<file path="src/rtl/sfp_mode_pkg.sv">
// Shared definitions for the SFP mode selector: query FSM states and
// default parameter values.
package sfp_mode_pkg;

   typedef enum logic [1:0] {
      ST_IDLE,
      ST_REQ,
      ST_WAIT,
      ST_DONE
   } query_state_t;

   localparam int unsigned DEF_NCH       = 4;
   localparam int unsigned DEF_DEB_CYC   = 20_000_000;
   localparam int unsigned DEF_RST_CYC   = 200_000;
   localparam int unsigned DEF_TO_CYC    = 2_000_000;
   localparam int unsigned DEF_RETRY_MAX = 3;
   localparam logic [6:0]  DEF_IIC_DAD   = 7'h50;
   localparam logic [7:0]  DEF_IIC_ADR   = 8'h06;
   localparam int unsigned DEF_MODE_BIT  = 3;

endpackage

</file>
<file path="src/rtl/sfp_sigdet_debounce.sv">
// Per-channel signal-detect synchroniser/debouncer and PHY reset pulse
// generator (pulse is held high through reset and RST_CYC cycles after).
module sfp_sigdet_debounce #(
   parameter int unsigned DEB_CYC = 20_000_000,
   parameter int unsigned RST_CYC = 200_000
) (
   input  logic clk,
   input  logic rst_n,
   input  logic sig_det,
   input  logic pulse_req,
   output logic detect,
   output logic phy_rst
);

   localparam int unsigned DW = $clog2(DEB_CYC + 1);
   localparam int unsigned RW = $clog2(RST_CYC + 1);

   logic          sync1;
   logic          sync2;
   logic [DW-1:0] deb_cnt;
   logic [RW-1:0] rst_cnt;

   always_ff @(posedge clk or negedge rst_n) begin
      if (!rst_n) begin
         sync1   <= 1'b0;
         sync2   <= 1'b0;
         deb_cnt <= '0;
         detect  <= 1'b0;
      end else begin
         sync1 <= sig_det;
         sync2 <= sync1;
         if (!sync2) begin
            deb_cnt <= '0;
            detect  <= 1'b0;
         end else begin
            if (deb_cnt != DW'(DEB_CYC))
               deb_cnt <= deb_cnt + 1'b1;
            // rises on the DEB_CYC-th consecutive synced-high cycle
            if (deb_cnt >= DW'(DEB_CYC - 1))
               detect <= 1'b1;
         end
      end
   end

   always_ff @(posedge clk or negedge rst_n) begin
      if (!rst_n)
         rst_cnt <= RW'(RST_CYC);
      else if (pulse_req)
         rst_cnt <= RW'(RST_CYC);
      else if (rst_cnt != '0)
         rst_cnt <= rst_cnt - 1'b1;
   end

   assign phy_rst = (rst_cnt != '0);

endmodule

</file>
<file path="src/rtl/sfp_mode_select.sv">
// SFP mode selector: debounced per-channel detect, round-robin IIC EEPROM
// query of the mode bit, and PHY reset on mode change.
module sfp_mode_select
   import sfp_mode_pkg::*;
#(
   parameter int unsigned NCH       = DEF_NCH,
   parameter int unsigned DEB_CYC   = DEF_DEB_CYC,
   parameter int unsigned RST_CYC   = DEF_RST_CYC,
   parameter int unsigned TO_CYC    = DEF_TO_CYC,
   parameter int unsigned RETRY_MAX = DEF_RETRY_MAX,
   parameter logic [6:0]  IIC_DAD   = DEF_IIC_DAD,
   parameter logic [7:0]  IIC_ADR   = DEF_IIC_ADR,
   parameter int unsigned MODE_BIT  = DEF_MODE_BIT
) (
   input  logic           CLK,
   input  logic           SYS_RSTn,
   input  logic [NCH-1:0] SIG_DET,
   output logic           IIC_REQ,
   output logic [2:0]     IIC_CH,
   output logic [6:0]     IIC_DAD_OUT,
   output logic [7:0]     IIC_ADR_OUT,
   input  logic           IIC_ACK,
   input  logic           IIC_RVL,
   input  logic [7:0]     IIC_RDT,
   input  logic           IIC_ERR,
   output logic [NCH-1:0] SEL_SGMII,
   output logic [NCH-1:0] PHY_RST,
   output logic [NCH-1:0] MODE_VALID,
   output logic [NCH-1:0] MODE_ERR
);

   localparam int unsigned TW = $clog2(TO_CYC + 1);
   localparam int unsigned RW = $clog2(RETRY_MAX + 1);

   query_state_t   state, state_nxt;
   logic [NCH-1:0] detect, det_q, rise, fall;
   logic [NCH-1:0] pend, done_ok, pulse_req;
   logic [RW-1:0]  retry [NCH];
   logic [2:0]     last_ch, pick_ch;
   logic           pick_found;
   logic [TW-1:0]  to_cnt;
   logic           got_rvl, mode_bit_q, lost;

   for (genvar g = 0; g < NCH; g++) begin : g_ch
      sfp_sigdet_debounce #(
         .DEB_CYC (DEB_CYC),
         .RST_CYC (RST_CYC)
      ) u_deb (
         .clk       (CLK),
         .rst_n     (SYS_RSTn),
         .sig_det   (SIG_DET[g]),
         .pulse_req (pulse_req[g]),
         .detect    (detect[g]),
         .phy_rst   (PHY_RST[g])
      );
   end

   assign rise        = detect & ~det_q;
   assign fall        = det_q & ~detect;
   assign IIC_REQ     = (state == ST_REQ);
   assign IIC_DAD_OUT = IIC_DAD;
   assign IIC_ADR_OUT = IIC_ADR;

   // first pending channel after last_ch, wrapping around
   always_comb begin
      pick_found = 1'b0;
      pick_ch    = '0;
      for (int unsigned k = 1; k <= NCH; k++)
         for (int unsigned i = 0; i < NCH; i++)
            if (!pick_found && pend[i] && (i == (32'(last_ch) + k) % NCH)) begin
               pick_found = 1'b1;
               pick_ch    = 3'(i);
            end
   end

   always_comb begin
      for (int unsigned i = 0; i < NCH; i++) begin
         done_ok[i]   = (state == ST_DONE) && (IIC_CH == 3'(i)) && !lost && detect[i];
         pulse_req[i] = done_ok[i] && got_rvl && (mode_bit_q != SEL_SGMII[i]);
      end
   end

   always_ff @(posedge CLK or negedge SYS_RSTn) begin
      if (!SYS_RSTn) state <= ST_IDLE;
      else           state <= state_nxt;
   end

   always_comb begin
      state_nxt = state;
      unique case (state)
         ST_IDLE: if (pick_found) state_nxt = ST_REQ;
         ST_REQ:  if (IIC_ACK) state_nxt = ST_WAIT;
         ST_WAIT: if (IIC_RVL || IIC_ERR || (to_cnt == TW'(TO_CYC - 1))) state_nxt = ST_DONE;
         ST_DONE: state_nxt = ST_IDLE;
         default: state_nxt = ST_IDLE;
      endcase
   end

   always_ff @(posedge CLK or negedge SYS_RSTn) begin
      if (!SYS_RSTn) begin
         IIC_CH     <= '0;
         last_ch    <= 3'(NCH - 1);
         to_cnt     <= '0;
         got_rvl    <= 1'b0;
         mode_bit_q <= 1'b0;
         lost       <= 1'b0;
         det_q      <= '0;
         pend       <= '0;
         SEL_SGMII  <= '0;
         MODE_VALID <= '0;
         MODE_ERR   <= '0;
         for (int unsigned i = 0; i < NCH; i++) retry[i] <= '0;
      end else begin
         det_q <= detect;
         case (state)
            ST_IDLE: if (pick_found) IIC_CH <= pick_ch;
            ST_WAIT: begin
               to_cnt <= to_cnt + 1'b1;
               if (IIC_RVL) begin
                  got_rvl    <= 1'b1;
                  mode_bit_q <= IIC_RDT[MODE_BIT];
               end else begin
                  got_rvl <= 1'b0;
               end
            end
            ST_DONE: last_ch <= IIC_CH;
            default: ;
         endcase
         if (state != ST_WAIT) to_cnt <= '0;

         if (state == ST_IDLE) lost <= 1'b0;
         for (int unsigned i = 0; i < NCH; i++) begin
            if (state != ST_IDLE && IIC_CH == 3'(i) && fall[i]) lost <= 1'b1;
            if (done_ok[i]) begin
               if (got_rvl) begin
                  SEL_SGMII[i]  <= mode_bit_q;
                  MODE_VALID[i] <= 1'b1;
                  pend[i]       <= 1'b0;
               end else begin
                  retry[i] <= retry[i] + 1'b1;
                  if (retry[i] >= RW'(RETRY_MAX - 1)) begin
                     MODE_ERR[i] <= 1'b1;
                     pend[i]     <= 1'b0;
                  end
               end
            end
            // edge events take priority over a same-cycle query result
            if (rise[i]) begin
               pend[i]  <= 1'b1;
               retry[i] <= '0;
            end
            if (fall[i]) begin
               pend[i]       <= 1'b0;
               MODE_VALID[i] <= 1'b0;
               MODE_ERR[i]   <= 1'b0;
            end
         end
      end
   end

endmodule

</file>
<file path="config.mk">
export PLATFORM = sky130hd
export DESIGN_NAME = sfp_mode_select
export DESIGN_NICKNAME = d
export VERILOG_FILES = /design/src/rtl/sfp_mode_pkg.sv /design/src/rtl/sfp_sigdet_debounce.sv /design/src/rtl/sfp_mode_select.sv
export SDC_FILE = /design/constraint.sdc
export NUM_CORES = 1
export LEC_CHECK = 0
export BUFFER_PORTS_ARGS = -buffer_cell sky130_fd_sc_hd__buf_4
export CORE_ASPECT_RATIO = 0.6
export CORE_MARGIN = 2
export CORE_UTILIZATION = 40
export DETAILED_ROUTE_END_ITERATION = 16
export GPL_TIMING_DRIVEN = 0
export SLEW_MARGIN = 10
export SYNTH_ARGS = -nofsm -noshare
export SYNTH_HDL_FRONTEND = slang
export SYNTH_SLANG_ARGS = --single-unit
export TNS_END_PERCENT = 30
</file>
<file path="constraint.sdc">
create_clock -name CLK -period 2.9 [get_ports CLK]
set_input_delay 0.29 -clock CLK [delete_from_list [all_inputs] [get_ports CLK]]
set_output_delay 0.29 -clock CLK [all_outputs]
set_load 0.005 [all_outputs]
</file>
Yosys cells after proc, flatten, opt, wreduce, memory -nomap -nowiden
Cells that the tools add are included.
{"block": "word_totals", "mem_bits_ro": 0, "mem_count": 0, "output_inout_bits": 35, "regBits": 243, "latch_bits": 0, "word_cells": 389, "mem_bits_rw": 0}
{"block": "op_classes", "eq_ne": 47, "order_cmp": 8, "add_sub_neg": 17, "n_div": 0, "n_shift": 0, "n_mul": 0, "n_bitwise": 4, "n_reduce_logical": 141, "muxes": 124}
{"op": "25-bit two-way mux", "n": 8}
{"op": "18-bit two-way mux", "n": 8}
{"op": "32-bit logical NOT", "n": 4}
{"op": "25-bit by 1-bit adder with 25-bit output, second input constant", "n": 4}
{"op": "25-bit >= comparator, second input constant", "n": 4}
{"op": "25-bit != test, second input constant", "n": 4}
{"op": "1-bit two-way mux", "n": 76}
{"op": "18-bit nonzero test", "n": 4}
{"op": "18-bit by 1-bit subtractor with 18-bit output, second input constant", "n": 4}
{"op": "1-bit logical AND", "n": 59}
{"op": "2-bit nonzero test", "n": 22}
{"op": "21-bit two-way mux", "n": 2}
{"op": "3-bit two-way mux", "n": 13}
{"op": "2-bit != test, second input constant", "n": 19}
{"op": "2-bit AND reduction", "n": 18}
{"op": "2-bit two-way mux", "n": 16}
{"op": "21-bit by 1-bit adder with 21-bit output, second input constant", "n": 1}
{"op": "21-bit == test, second input constant", "n": 1}
{"op": "2-bit == test, first input constant", "n": 8}
{"op": "1-bit logical NOT", "n": 16}
{"op": "4-bit nonzero test", "n": 4}
{"op": "3-bit AND reduction", "n": 5}
{"op": "2-bit by 1-bit adder with 2-bit output, second input constant", "n": 6}
{"op": "3-bit nonzero test", "n": 4}
{"op": "other kinds (16)", "n": 31}

Depth between registers and ports, before layout
Gate-level depths: netlist of the first run.
{"block": "logic_depth", "ltp_word": 66, "mapped_depth": 8}

Cells and area by module
Synthesis of the first run repeated with hierarchy kept, for this count alone.
{"block": "hier_totals", "cells_unflattened": 1408, "hier_area_um2": 13392.8}
{"mod": "sfp_sigdet_debounce at g_ch[0].u_deb ...", "cells_per_inst": 275, "n_inst": 3, "area_per_inst_um2": 2597.5, "seq_area_each_um2": 1158.6}
{"mod": "sfp_mode_select", "cells_per_inst": 312, "n_inst": 1, "area_per_inst_um2": 3098.0, "seq_area_each_um2": 1453.9}
{"mod": "sfp_sigdet_debounce at g_ch[3].u_deb", "cells_per_inst": 271, "n_inst": 1, "area_per_inst_um2": 2502.4, "seq_area_each_um2": 1158.6}

Worst setup path after synthesis of the first run
OpenSTA, ideal clock, no wires.
{"block": "synth_path", "path_kind": "reg-to-output", "start": "reg g_ch[3].u_deb.rst_cnt[0]", "end": "out PHY_RST[3]", "path_stages_with_launch": 8, "path_slack_ps": 538, "t_required_ps": 2610, "arrival_ps": 2072, "cell_sequence": "dfrtp_1 -> inv_1 -> ha_1 -> or3b_1 -> or4_4 -> or2_2 -> clkbuf_1 -> buf_4"}
{"block": "synth_via", "elab_chain_len": 1}
{"item": "start, declared", "line_no": "sfp_sigdet_debounce.sv:21", "text": "logic [RW-1:0] rst_cnt;"}
{"item": "start signal, assigned", "line_no": "sfp_sigdet_debounce.sv:47", "text": "rst_cnt <= RW'(RST_CYC);"}
{"item": "start signal, assigned", "line_no": "sfp_sigdet_debounce.sv:49", "text": "rst_cnt <= RW'(RST_CYC);"}
{"item": "start signal, assigned", "line_no": "sfp_sigdet_debounce.sv:51", "text": "rst_cnt <= rst_cnt - 1'b1;"}
{"item": "18-bit nonzero test", "line_no": "sfp_sigdet_debounce.sv:54", "text": "assign phy_rst = (rst_cnt != '0);"}
{"item": "end, declared", "line_no": "sfp_mode_select.sv:27", "text": "output logic [NCH-1:0] PHY_RST,"}
Every way passes these cells.

Worst setup path in the final report of the first run
Ends and elaborated chain as after synthesis.

==> results of run 1 <==
per-layer routing:
| metal | wire (um) | part of all wire, % |
|---|---|---|
| met4 | 393 | 1.5 |
| met2 | 10480 | 40 |
| met5 | 0 | 0 |
| met3 | 907 | 3.4 |
| met1 | 14710 | 56 |
Yosys cell counts (7+ instances only):
library cell / n
dfrtp_1: 216
nor2_1: 115
and2_1: 99
xnor2_1: 84
nand2_1: 82
xor2_1: 64
nor3_1: 60
nand3_1: 57
inv_1: 55
o21ai_0: 44
clkbuf_1: 39
nand4_1: 36
or3_1: 32
ha_1: 29
nor4_1: 27
dfstp_2: 26
a21oi_1: 25
buf_4: 20
nor2b_1: 16
a21boi_0: 14
and3_1: 13
or4_1: 12
a211oi_1: 11
and4_1: 11
nand2b_1: 11
nor3b_1: 11
o211ai_1: 11
mux2_2: 10
mux2i_1: 10
a2111oi_0: 8
nand3b_1: 8
o31ai_1: 8
or2_2: 8
o21a_1: 7
power by group:
group / internal [mW] / total [mW] / switching, mW
Sequential: 3.40 / 3.42 / 0.0223
Clock: 1.83 / 3.18 / 1.35
Combinational: 0.0675 / 0.185 / 0.117
Total: 5.30 / 6.79 / 1.49
worst register-to-register path, delay by kind of cell, from the launching register on:
family / cells / cell delay (ns)
AO/OA/AOI/OAI: 1 / 0.18
adder cells (fa/ha/maj): 1 / 0.17
buffers and inverters: 3 / 0.37
flip-flops: 1 / 0.41
AND/OR/NAND/NOR: 3 / 1.35
kinds of logic (layout without fill, tap and decap cells):
| kind of cell | after synthesis | after routing |
|---|---|---|
| multiplexers | 21 | 21 |
| AO/OA/AOI/OAI | 144 | 144 |
| other | 2 | 16 |
| AND/OR/NAND/NOR | 621 | 621 |
| adder cells (fa/ha/maj) | 30 | 30 |
| XOR/XNOR | 148 | 148 |
| flip-flops | 242 | 242 |
| buffers and inverters | 115 | 199 |
layout make-up:
| type | count | area [sq um] | area share (%) |
|---|---|---|---|
| timing repair buffer | 41 | 374.1 | 2.560 |
| sequential | 242 | 6088 | 41.66 |
| clock inverter | 8 | 72.57 | 0.4966 |
| multi-input combinational | 980 | 6316 | 43.22 |
| buffer | 58 | 304.0 | 2.081 |
| inverter | 55 | 206.4 | 1.413 |
| clock buffer | 37 | 730.7 | 5.000 |
| tap | 416 | 520.5 | 3.562 |
registers in the layout, indices dropped and copies added, names as in the netlist, 8 cells and up:
signal              cells
g_ch.u_deb.deb_cnt    100
g_ch.u_deb.rst_cnt     72
to_cnt                 21
retry                   8
worst paths after layout:
path	startpoint	to	slack, ns	depth (start not counted)
worst max-delay path	g_ch[3].u_deb.rst_cnt[0]	PHY_RST[3]	0.07	7
worst min-delay path	IIC_RVL	got_rvl	0.02	3
worst max register to register	g_ch[3].u_deb.rst_cnt[0]	g_ch[3].u_deb.rst_cnt[12]	0.35	8
worst min register to register	g_ch[3].u_deb.sync1	g_ch[3].u_deb.sync2	0.35	0
max in group asynchronous	SYS_RSTn	g_ch[2].u_deb.deb_cnt[3]	1.32	4
min in group asynchronous	SYS_RSTn	g_ch[3].u_deb.rst_cnt[14]	0.24	2
what timing repair did:
action | in CTS | in global routing
resized for setup | 7 | 4
buffers inserted | 5 | 0
endpoints found under the setup margin | 2 | 3
endpoints found under the hold margin | 51 | 0
hold buffers | 6 | 0
pin swaps | 4 | 1
==> results by group, run 1 <==
Status
  • Status: finished, final reports clean

Timing
  • Post-route minimum period: 2.833 ns
  • Post-route setup slack: 0.06672 ns
  • Final Skew: 0.01360 ns
  • Final Max Tran Viols: 0
  • Crit share post-route: 97.70%
  • Hold Violations, Final: 0
  • Fmax: 352.9 MHz
  • Final setup violation count: 0
  • Slew HR: 30.24%
  • Worst-margin pin slew: 1.037 ns
  • Aggregate negative setup slack: 0 ns
  • RSZ-0062 raised after global routing: true
  • Worst hold slack: 0.02122 ns

Power and ir drop
  • PwrDens: 464.5 mW/mm^2
  • Leakage: 6.644 nW
  • Tot Pwr: 6.788 mW
  • Maximum vdd drop: 0.0003592 V

Yosys
  • Synth Area in XOR/XNOR: 10.10%
  • Most area-consuming cells after synthesis: dfrtp_1 42%, xnor2_1 5.7%, dfstp_2 5.3%
  • Largest family of logic cells by synthesized area: simple AND/OR/NAND/NOR gates
  • Synthesized area per cell: 9.698 sq um
  • Yosys reg bits: 242
  • Mux share of post-synthesis cell area: 1.833%
  • Post-synthesis sequential area ratio: 47.45%
  • Fraction of the mapped netlist area in simple logic gates: 26.40%
  • Library cells used by synthesis: 60
  • Area leader, netlist: dfrtp_1
  • Post-synth EDFFs: 0
  • Syn Std Cell Area: 0.01283 sq mm
  • Post-synth top flop: dfrtp_1
  • Post-Synth Adder-Cell Area: 2.906%
  • Asr flop ratio synth: 100.0%
  • Top cell type's share of synthesized area: 42.13%
  • Post-synthesis cell count: 1,323
  • Ys Warns: 0
  • Synth Area in Compound Gates: 7.236%

Global routing
  • Most Crowded Layer GR: met1
  • Met3 Use GR: 2.648%
  • First-pass GRT wire length: 45.50 mm
  • Largest net degree at the start of global routing: 109
  • Met2 GRT Util: 22.54%
  • Total track usage: 16.01%
  • M1 GR Usage: 25.57%
  • Vias in the first global route: 8,981
  • Initial antenna violation count: 0
  • GR Overflow Total: 0

Die
  • Initial Utilization: 40.93%
  • Die Span Y: 142.7 um
  • Die area: 0.03357 sq mm
  • Rows: 50
  • I/O pin total: 52
  • Core area: 0.03134 sq mm
  • Die W: 235.2 um

Worst setup path
  • Critical Path RT: 2.61 ns
  • Crit path buffers/inverters: 3
  • Critical path, cell by cell: inv_1 > ha_2 > or3b_4 > or4_4 > or2_4 > buf_6 > buf_6
  • Crit Path Category: register to primary output
  • Top cell by count, worst path: buf_6
  • CP arrival: 2.54 ns
  • Cell family with most CP delay: simple AND/OR/NAND/NOR gates
  • Slowest-stage cell, CP: or4_4
  • Worst path max stage delay: 0.49 ns
  • CP endpoint kind: primary output
  • Crit start category: register
  • Worst-path fanout max: 4

Route
  • Drt wl/cell: 14.42 um
  • Initial drt markers: 709
  • First-pass DRT Iterations: 5
  • Final ANT Viol Nets: 0
  • Vias: 9,390
  • DRC: 0
  • Final WL: 26.49 mm
  • Vias per cell: 5.112

Clock tree
  • Clock Pin Slew Worst Setup and Hold Paths: 0.06 ns
  • Max H-tree Level: 1
  • CTS sink cnt: 242
  • Clk_lat worst skew: 0.54 ns
  • CTS tree: yes
  • Root Buffer: clkbuf_16
  • TritonCTS Buffers: 25
  • Max Root-Sink Buffers: 3

Cells and area
  • Most frequent cells in the layout: 216 x dfrtp_1, 115 x nor2_1, 99 x and2_1
  • Final instance area: 0.01461 sq mm
  • Final net count: 1,449
  • Post-Layout Cell Count: 1,837
  • # diodes: 0
  • Area grow syn2layout: 13.90%
  • Most common cell after layout, fill and taps aside: dfrtp_1
  • Layout cells sized above 1: 10.91%
  • Post-layout util: 46.62%
  • # fillers: 2,913

Worst hold path
  • Hold WC Path Type: input port to register

Place
  • I/O Buffers: 28
  • GPL Wtd Cong: 0.7860
  • Post-Place Cells: 1,783
  • Worst slack, placed: 0.2426 ns
  • DP HPWL: 18.26 mm
  • Placed cell area: 0.01368 sq mm

Flow run
  • Max cap viols: 0
No activity file was read; power rests on OpenSTA's default activity.
==> inputs of run 2 (changes only) <==
--- a/config.mk
+++ b/config.mk
@@ -10,7 +10,6 @@
 export CORE_MARGIN = 2
 export CORE_UTILIZATION = 40
 export DETAILED_ROUTE_END_ITERATION = 16
-export GPL_TIMING_DRIVEN = 0
 export SLEW_MARGIN = 10
 export SYNTH_ARGS = -nofsm -noshare
 export SYNTH_HDL_FRONTEND = slang
==> run 2 against run 1 <==
Against the previous run: global-route usage down 0.71 points; clock skew down 0.0054 ns; first-iteration DRC count shrank 8.5%; final cell count down 2.9%; critical endpoint unchanged; sequential cell count is the same; via count shrank 1.8%; highest routed layer unchanged; combinational power decreased by 19%; critical path depth is 1 lower; critical path type unchanged.
==> results by group, run 2 (synthesis results as in run 1) <==
Cells and area
  • Top flop regs: g_ch.u_deb.deb_cnt: 100 flops, g_ch.u_deb.rst_cnt: 72 flops, to_cnt: 21 flops (unchanged)
  • Final net count: 1,395 (was 1,449)
  • Most frequent cells in the layout: 216 x dfrtp_1, 115 x nor2_1, 99 x and2_1 (unchanged)
  • Post-layout util: 45.86% (was 46.62%)
  • Area grow syn2layout: 12.02% (was 13.90%)
  • Most common cell after layout, fill and taps aside: dfrtp_1 (unchanged)
  • # diodes: 0 (unchanged)
  • Most flops, register: g_ch.u_deb.deb_cnt (unchanged)
  • Max reg flops: 100 (unchanged)
  • Layout cells sized above 1: 10.10% (was 10.91%)

Timing
  • Final Skew: 0.008172 ns (was 0.01360 ns)
  • RSZ-0062 raised after global routing: true (unchanged)
  • Final setup violation count: 0 (unchanged)
  • Final Max Tran Viols: 0 (unchanged)
  • Worst hold slack: 0.04704 ns (was 0.02122 ns)
  • Post-route minimum period: 2.820 ns (was 2.833 ns)
  • Hold Violations, Final: 0 (unchanged)
  • Worst-margin pin slew: 0.7592 ns (was 1.037 ns)
  • Crit share post-route: 97.24% (was 97.70%)
  • Slew HR: 49.39% (was 30.24%)
  • Aggregate negative setup slack: 0 ns (unchanged)
  • Fmax: 354.6 MHz (was 352.9 MHz)

Die
  • Initial Utilization: 40.93% (unchanged)
  • Die W: 235.2 um (unchanged)
  • Die area: 0.03357 sq mm (unchanged)
  • I/O pin total: 52 (unchanged)
  • Rows: 50 (unchanged)
  • Core area: 0.03134 sq mm (unchanged)
  • Die Span Y: 142.7 um (unchanged)

Power and ir drop
  • Leakage: 6.525 nW (was 6.644 nW)
  • PwrDens: 486.1 mW/mm^2 (was 464.5 mW/mm^2)
  • Maximum vdd drop: 0.0005270 V (was 0.0003592 V)

Clock tree
  • Root Buffer: clkbuf_16 (unchanged)
  • Clk_lat worst skew: 0.53 ns (was 0.54 ns)
  • Clock Pin Slew Worst Setup and Hold Paths: 0.06 ns (about the same)
  • TritonCTS Buffers: 24 (was 25)
  • Max Root-Sink Buffers: 3 (unchanged)
  • Max H-tree Level: 1 (unchanged)
  • CTS tree: yes (unchanged)
  • CTS sink cnt: 242 (unchanged)

Worst setup path
  • Worst path max stage delay: 0.52 ns (was 0.49 ns)
  • CP endpoint kind: primary output (unchanged)
  • Crit path buffers/inverters: 2 (was 3)
  • Cell family with most CP delay: simple AND/OR/NAND/NOR gates (unchanged)
  • Slowest-stage cell, CP: or4_4 (unchanged)
  • Critical path, cell by cell: inv_1 > ha_2 > or3b_4 > or4_4 > or2_4 > buf_4 (was inv_1 > ha_2 > or3b_4 > or4_4 > or2_4 > buf_6 > buf_6)
  • R2R setup slack: 0.31 ns (was 0.35 ns)
  • Worst-path fanout max: 6 (was 4)
  • Critical Path RT: 2.61 ns (about the same)
  • Crit Path Category: register to primary output (unchanged)
  • Worst r2r src: g_ch[3].u_deb.rst_cnt[0] (unchanged)
  • Crit start category: register (unchanged)
  • CP arrival: 2.53 ns (was 2.54 ns)
  • Reg2Reg Depth: 8 (unchanged)
  • Reg-to-Reg End: g_ch[3].u_deb.rst_cnt[16] (was g_ch[3].u_deb.rst_cnt[12])

Worst hold path
  • Hold Path Sink: got_rvl (unchanged)
  • Hold Path Depth: 3 (unchanged)
  • Hold_sp: IIC_RVL (unchanged)
  • Hold WC Path Type: input port to register (unchanged)

Route
  • Initial drt markers: 649 (was 709)
  • Drt wl/cell: 14.29 um (was 14.42 um)
  • Met3 wire length: 1.002 mm (was 907 um)
  • First-pass DRT Iterations: 5 (unchanged)
  • Vias per cell: 5.173 (was 5.112)
  • Metal-1 WL: 13.95 mm (was 14.71 mm)
  • Final ANT Viol Nets: 0 (unchanged)
  • DRC: 0 (unchanged)
  • Met2 WL: 10.09 mm (was 10.48 mm)
  • Vias: 9,224 (was 9,390)
  • Highest metal used: met4 (unchanged)
  • Final WL: 25.48 mm (was 26.49 mm)

Global routing
  • First-pass GRT wire length: 43.43 mm (was 45.50 mm)
  • GR Overflow Total: 0 (unchanged)
  • Total track usage: 15.30% (was 16.01%)
  • Initial antenna violation count: 0 (unchanged)
  • Vias in the first global route: 8,676 (was 8,981)
  • Largest net degree at the start of global routing: 82 (was 109)

Flow run
  • Max cap viols: 0 (unchanged)

Place
  • DP HPWL: 17.13 mm (was 18.26 mm)
  • I/O Buffers: 28 (unchanged)
  • GPL Wtd Cong: 0.8005 (was 0.7860)

Status
  • Status: finished, final reports clean (unchanged)
==> run 2: changes by cell type in the layout (fill, tap and decap cells not counted), sizes merged <==
cell and delta:
bufinv +3, clkbuf -42, inv -2, clkinv -1
buf -16, clkinvlp +4
==> run 2: worst min-delay path, stage by stage <==
cell and delay [ns]:
buf_4 0.09, nand2_1 0.07, o21ai_0 0.08
==> run 2: power breakdown <==
group	internal [mW]	leakage (nW)	total, mW	switching, mW
Sequential	3.40	3.25	3.43	0.0329
Combinational	0.0506	2.86	0.150	0.0994
Clock	2.04	0.413	3.41	1.37
Total	5.49	6.53	6.99	1.50
==> run 2: worst max-delay path by stage <==
stage	from	endpoint	slack, ns	cells after the start
6_report	g_ch[3].u_deb.rst_cnt[0]	PHY_RST[3]	0.08	6
5_1_grt	g_ch[0].u_deb.rst_cnt[0]	PHY_RST[0]	-0.04	6
4_1_cts	g_ch[3].u_deb.rst_cnt[0]	PHY_RST[3]	0.07	6
3_5_place_dp	g_ch[3].u_deb.rst_cnt[0]	g_ch[3].u_deb.rst_cnt[16]	0.42	7
3_3_place_gp	g_ch[3].u_deb.rst_cnt[0]	g_ch[3].u_deb.rst_cnt[16]	0.45	7
2_1_floorplan	g_ch[3].u_deb.rst_cnt[0]	PHY_RST[3]	0.54	7
==> run 2: cell type report <==
cell class                      count  area [sq um]
Inverter                           55         206.4
Sequential cell                   242          6088
Timing Repair Buffer               46         392.9
Clock buffer                       32         691.9
Multi-Input combinational cell    980          6299
Tap cell                          416         520.5
Fill cell                        2918         16970
Clock inverter                     12         173.9
==> run 2: metal layers <==
metal,global-route usage (%),vias up
met5,0,-
met4,3.078,0
met3,2.590,35
met2,21.61,150
met1,24.26,4417
li1,-,4622
==> run 2: repair_timing <==
item	in CTS	in global routing
pin swaps	1	0
setup endpoints to repair	2	3
endpoints found under the hold margin	61	0
hold buffers	6	0
setup buffers	1	0
resized for setup	3	2
==> run 2: per-stage QoR <==
stage / power (mW) / instances / area, sq um / setup WS, ns
after global placement: 3.639 / 1732 / 13420 / 0.4542
after detailed placement: 3.641 / 1732 / 13420 / 0.4164
after global routing: 7.266 / 1783 / 14370 / -0.03788
after CTS: 7.113 / 1783 / 14370 / 0.06577
after floorplan: 3.550 / 1337 / 12880 / 0.5384
final: 6.986 / 1783 / 14370 / 0.08001
==> inputs of run 3 (changes only) <==
==> constraint.sdc (replaced) <==
create_clock -name CLK -period 2.9 [get_ports CLK]
set_input_delay 0.145 -clock CLK [delete_from_list [all_inputs] [get_ports CLK]]
set_output_delay 0.145 -clock CLK [all_outputs]
set_load 0.005 [all_outputs]
==> run 3 against run 2 <==
Against the previous run: hold slack worse by 0.011 ns; count of clock-buffer cells in the layout up 5; sequential power hardly changed; routed wire length rose by 1.5%; via count shrank 0.40%; critical path type unchanged; critical endpoint is now PHY_RST[0]; largest power group unchanged.
==> results by group, run 3 (synthesis results as in run 1) <==
Clock tree
  • CTS tree: yes (unchanged)
  • Root Buffer: clkbuf_16 (unchanged)
  • Clock Pin Slew Worst Setup and Hold Paths: 0.06 ns (about the same)
  • Clk_lat worst skew: 0.53 ns (about the same)
  • Max H-tree Level: 1 (unchanged)
  • CTS sink cnt: 242 (unchanged)
  • Max Root-Sink Buffers: 3 (unchanged)
  • TritonCTS Buffers: 24 (unchanged)

Place
  • I/O Buffers: 28 (unchanged)
  • GPL Wtd Cong: 0.7904 (was 0.8005)
  • Post-Place Cells: 1,731 (was 1,732)
  • DP HPWL: 17.41 mm (was 17.13 mm)

Die
  • I/O pin total: 52 (unchanged)
  • Die Span Y: 142.7 um (unchanged)
  • Initial Utilization: 40.93% (unchanged)
  • Die area: 0.03357 sq mm (unchanged)
  • Rows: 50 (unchanged)
  • Die W: 235.2 um (unchanged)
  • Core area: 0.03134 sq mm (unchanged)

Cells and area
  • Most common cell after layout, fill and taps aside: dfrtp_1 (unchanged)
  • # fillers: 2,939 (was 2,918)
  • Max reg flops: 100 (unchanged)
  • Post-Layout Cell Count: 1,785 (was 1,783)
  • Top flop regs: g_ch.u_deb.deb_cnt: 100 flops, g_ch.u_deb.rst_cnt: 72 flops, to_cnt: 21 flops (unchanged)
  • Most frequent cells in the layout: 216 x dfrtp_1, 115 x nor2_1, 99 x and2_1 (unchanged)
  • # diodes: 0 (unchanged)
  • Area grow syn2layout: 11.87% (was 12.02%)
  • Post-layout util: 45.79% (was 45.86%)
  • Final net count: 1,397 (was 1,395)
  • Layout cells sized above 1: 9.569% (was 10.10%)
  • Most flops, register: g_ch.u_deb.deb_cnt (unchanged)

Worst setup path
  • Worst-path fanout max: 8 (was 6)
  • Crit start category: register (unchanged)
  • Critical Path RT: 2.76 ns (was 2.61 ns)
  • Crit Path Category: register to primary output (unchanged)
  • CP arrival: 2.58 ns (was 2.53 ns)
  • CP endpoint kind: primary output (unchanged)

Timing
  • Post-route minimum period: 2.723 ns (was 2.820 ns)
  • Crit share post-route: 93.89% (was 97.24%)
  • RSZ-0062 raised after global routing: false (was true)
  • Aggregate negative setup slack: 0 ns (unchanged)
  • Hold Violations, Final: 0 (unchanged)
  • Fmax: 367.3 MHz (was 354.6 MHz)
  • Final Max Tran Viols: 0 (unchanged)
  • Final setup violation count: 0 (unchanged)
  • Final Skew: 0.01068 ns (was 0.008172 ns)
  • Worst-margin pin slew: 0.8248 ns (was 0.7592 ns)
  • Slew HR: 44.51% (was 49.39%)

Global routing
  • Total track usage: 15.89% (was 15.30%)
  • GR Overflow Total: 0 (unchanged)
  • Initial antenna violation count: 0 (unchanged)
  • Largest net degree at the start of global routing: 101 (was 82)
  • Vias in the first global route: 8,910 (was 8,676)
  • First-pass GRT wire length: 45.08 mm (was 43.43 mm)

Power and ir drop
  • Maximum vdd drop: 0.0003087 V (was 0.0005270 V)
  • Sequential power share: 49.8% (was 49.1%)
  • PwrDens: 480.0 mW/mm^2 (was 486.1 mW/mm^2)
  • Internal Power: 5.425 mW (was 5.486 mW)
  • Psw: 1.464 mW (was 1.500 mW)
  • Net Sw Frac: 21.25% (was 21.47%)
  • Leakage: 6.526 nW (was 6.525 nW)
  • Clock power frac: 48.0% (was 48.8%)
  • Comb pwr share: 2.2% (was 2.1%)

Flow run
  • Max cap viols: 0 (unchanged)

Route
  • First-pass DRT Iterations: 7 (was 5)
  • Final WL: 25.86 mm (was 25.48 mm)
  • Vias per cell: 5.147 (was 5.173)
  • Final ANT Viol Nets: 0 (unchanged)
  • Initial drt markers: 629 (was 649)
  • Vias: 9,187 (was 9,224)
  • DRC: 0 (unchanged)
  • Drt wl/cell: 14.49 um (was 14.29 um)

Worst hold path
  • Hold WC Path Type: input port to register (unchanged)

Status
  • Status: finished, final reports clean (unchanged)
[run 3: cell types whose count changed in the layout (fill, tap and decap cells not counted), sizes merged]
cell | before | now
clkinvlp | 4 | 0
clkbuf | 32 | 37
buf | 40 | 39
bufinv | 4 | 3
dlygate4sd3 | 6 | 9
[run 3: final timing paths]
| path | start | endpoint | slack [ns] | depth (start not counted) |
|---|---|---|---|---|
| worst max register to register | g_ch[3].u_deb.rst_cnt[0] | g_ch[3].u_deb.rst_cnt[16] | 0.30 | 8 |
| worst min register to register | g_ch[3].u_deb.sync1 | g_ch[3].u_deb.sync2 | 0.35 | 0 |
| max in group asynchronous | SYS_RSTn | g_ch[2].u_deb.deb_cnt[6] | 1.94 | 3 |
| min in group asynchronous | SYS_RSTn | g_ch[3].u_deb.rst_cnt[15] | 0.10 | 2 |
| worst max-delay path | g_ch[0].u_deb.rst_cnt[0] | PHY_RST[0] | 0.18 | 6 |
| worst min-delay path | IIC_ERR | state[1] | 0.04 | 4 |
[run 3: metal layers]
layer | vias up | track usage (%) | routed length, um
li1 | 4626 | - | -
met1 | 4450 | 25.08 | 14500
met2 | 82 | 22.94 | 10300
met3 | 29 | 2.571 | 696
met4 | 0 | 2.681 | 368
met5 | - | 0 | 0
[run 3: per-stage QoR]
step	worst slack [ns]	hold WS [ns]	area, sq um	total power, mW
final	0.1771	0.03621	14350	6.889
after global routing	0.03669	0.04130	14350	7.191
after CTS	0.05440	0.01529	14340	7.017
after detailed placement	0.4063	0.06165	13410	3.641
after global placement	0.4259	0.06626	13410	3.639
after floorplan	0.5985	-0.1506	12880	3.550
[run 3: area by class of cell]
class | instances | area (sq um) | area share, %
Multi-Input combinational cell | 980 | 6291 | 43.83
Clock inverter | 7 | 110.1 | 0.7672
Tap cell | 416 | 520.5 | 3.627
Sequential cell | 242 | 6088 | 42.42
Inverter | 55 | 206.4 | 1.438
Timing Repair Buffer | 48 | 415.4 | 2.894
Clock buffer | 37 | 720.7 | 5.021
[run 3: power by group through the flow]
stage	clock network (mW)	registers (mW)	logic [mW]
4_1_cts	3.43	3.43	0.162
3_3_place_gp	0	3.49	0.150
2_1_floorplan	0	3.47	0.0756
3_5_place_dp	0	3.49	0.152
6_report	3.31	3.43	0.155
5_1_grt	3.58	3.43	0.183
[run 3: critical path: stages (launching register included)]
cell and delay, ns:
dfrtp_1 0.42, inv_1 0.07, ha_1 0.20, or3b_2 0.58
nor3_4 0.37, nand2_1 0.22, buf_4 0.19
[run 3: what timing repair did]
action	4_1_cts	5_1_grt
hold endpoints to repair	158	0
resized for setup	0	3
hold buffers	9	0
endpoints found under the setup margin	1	2
buffers inserted	1	0
pin swaps	1	0
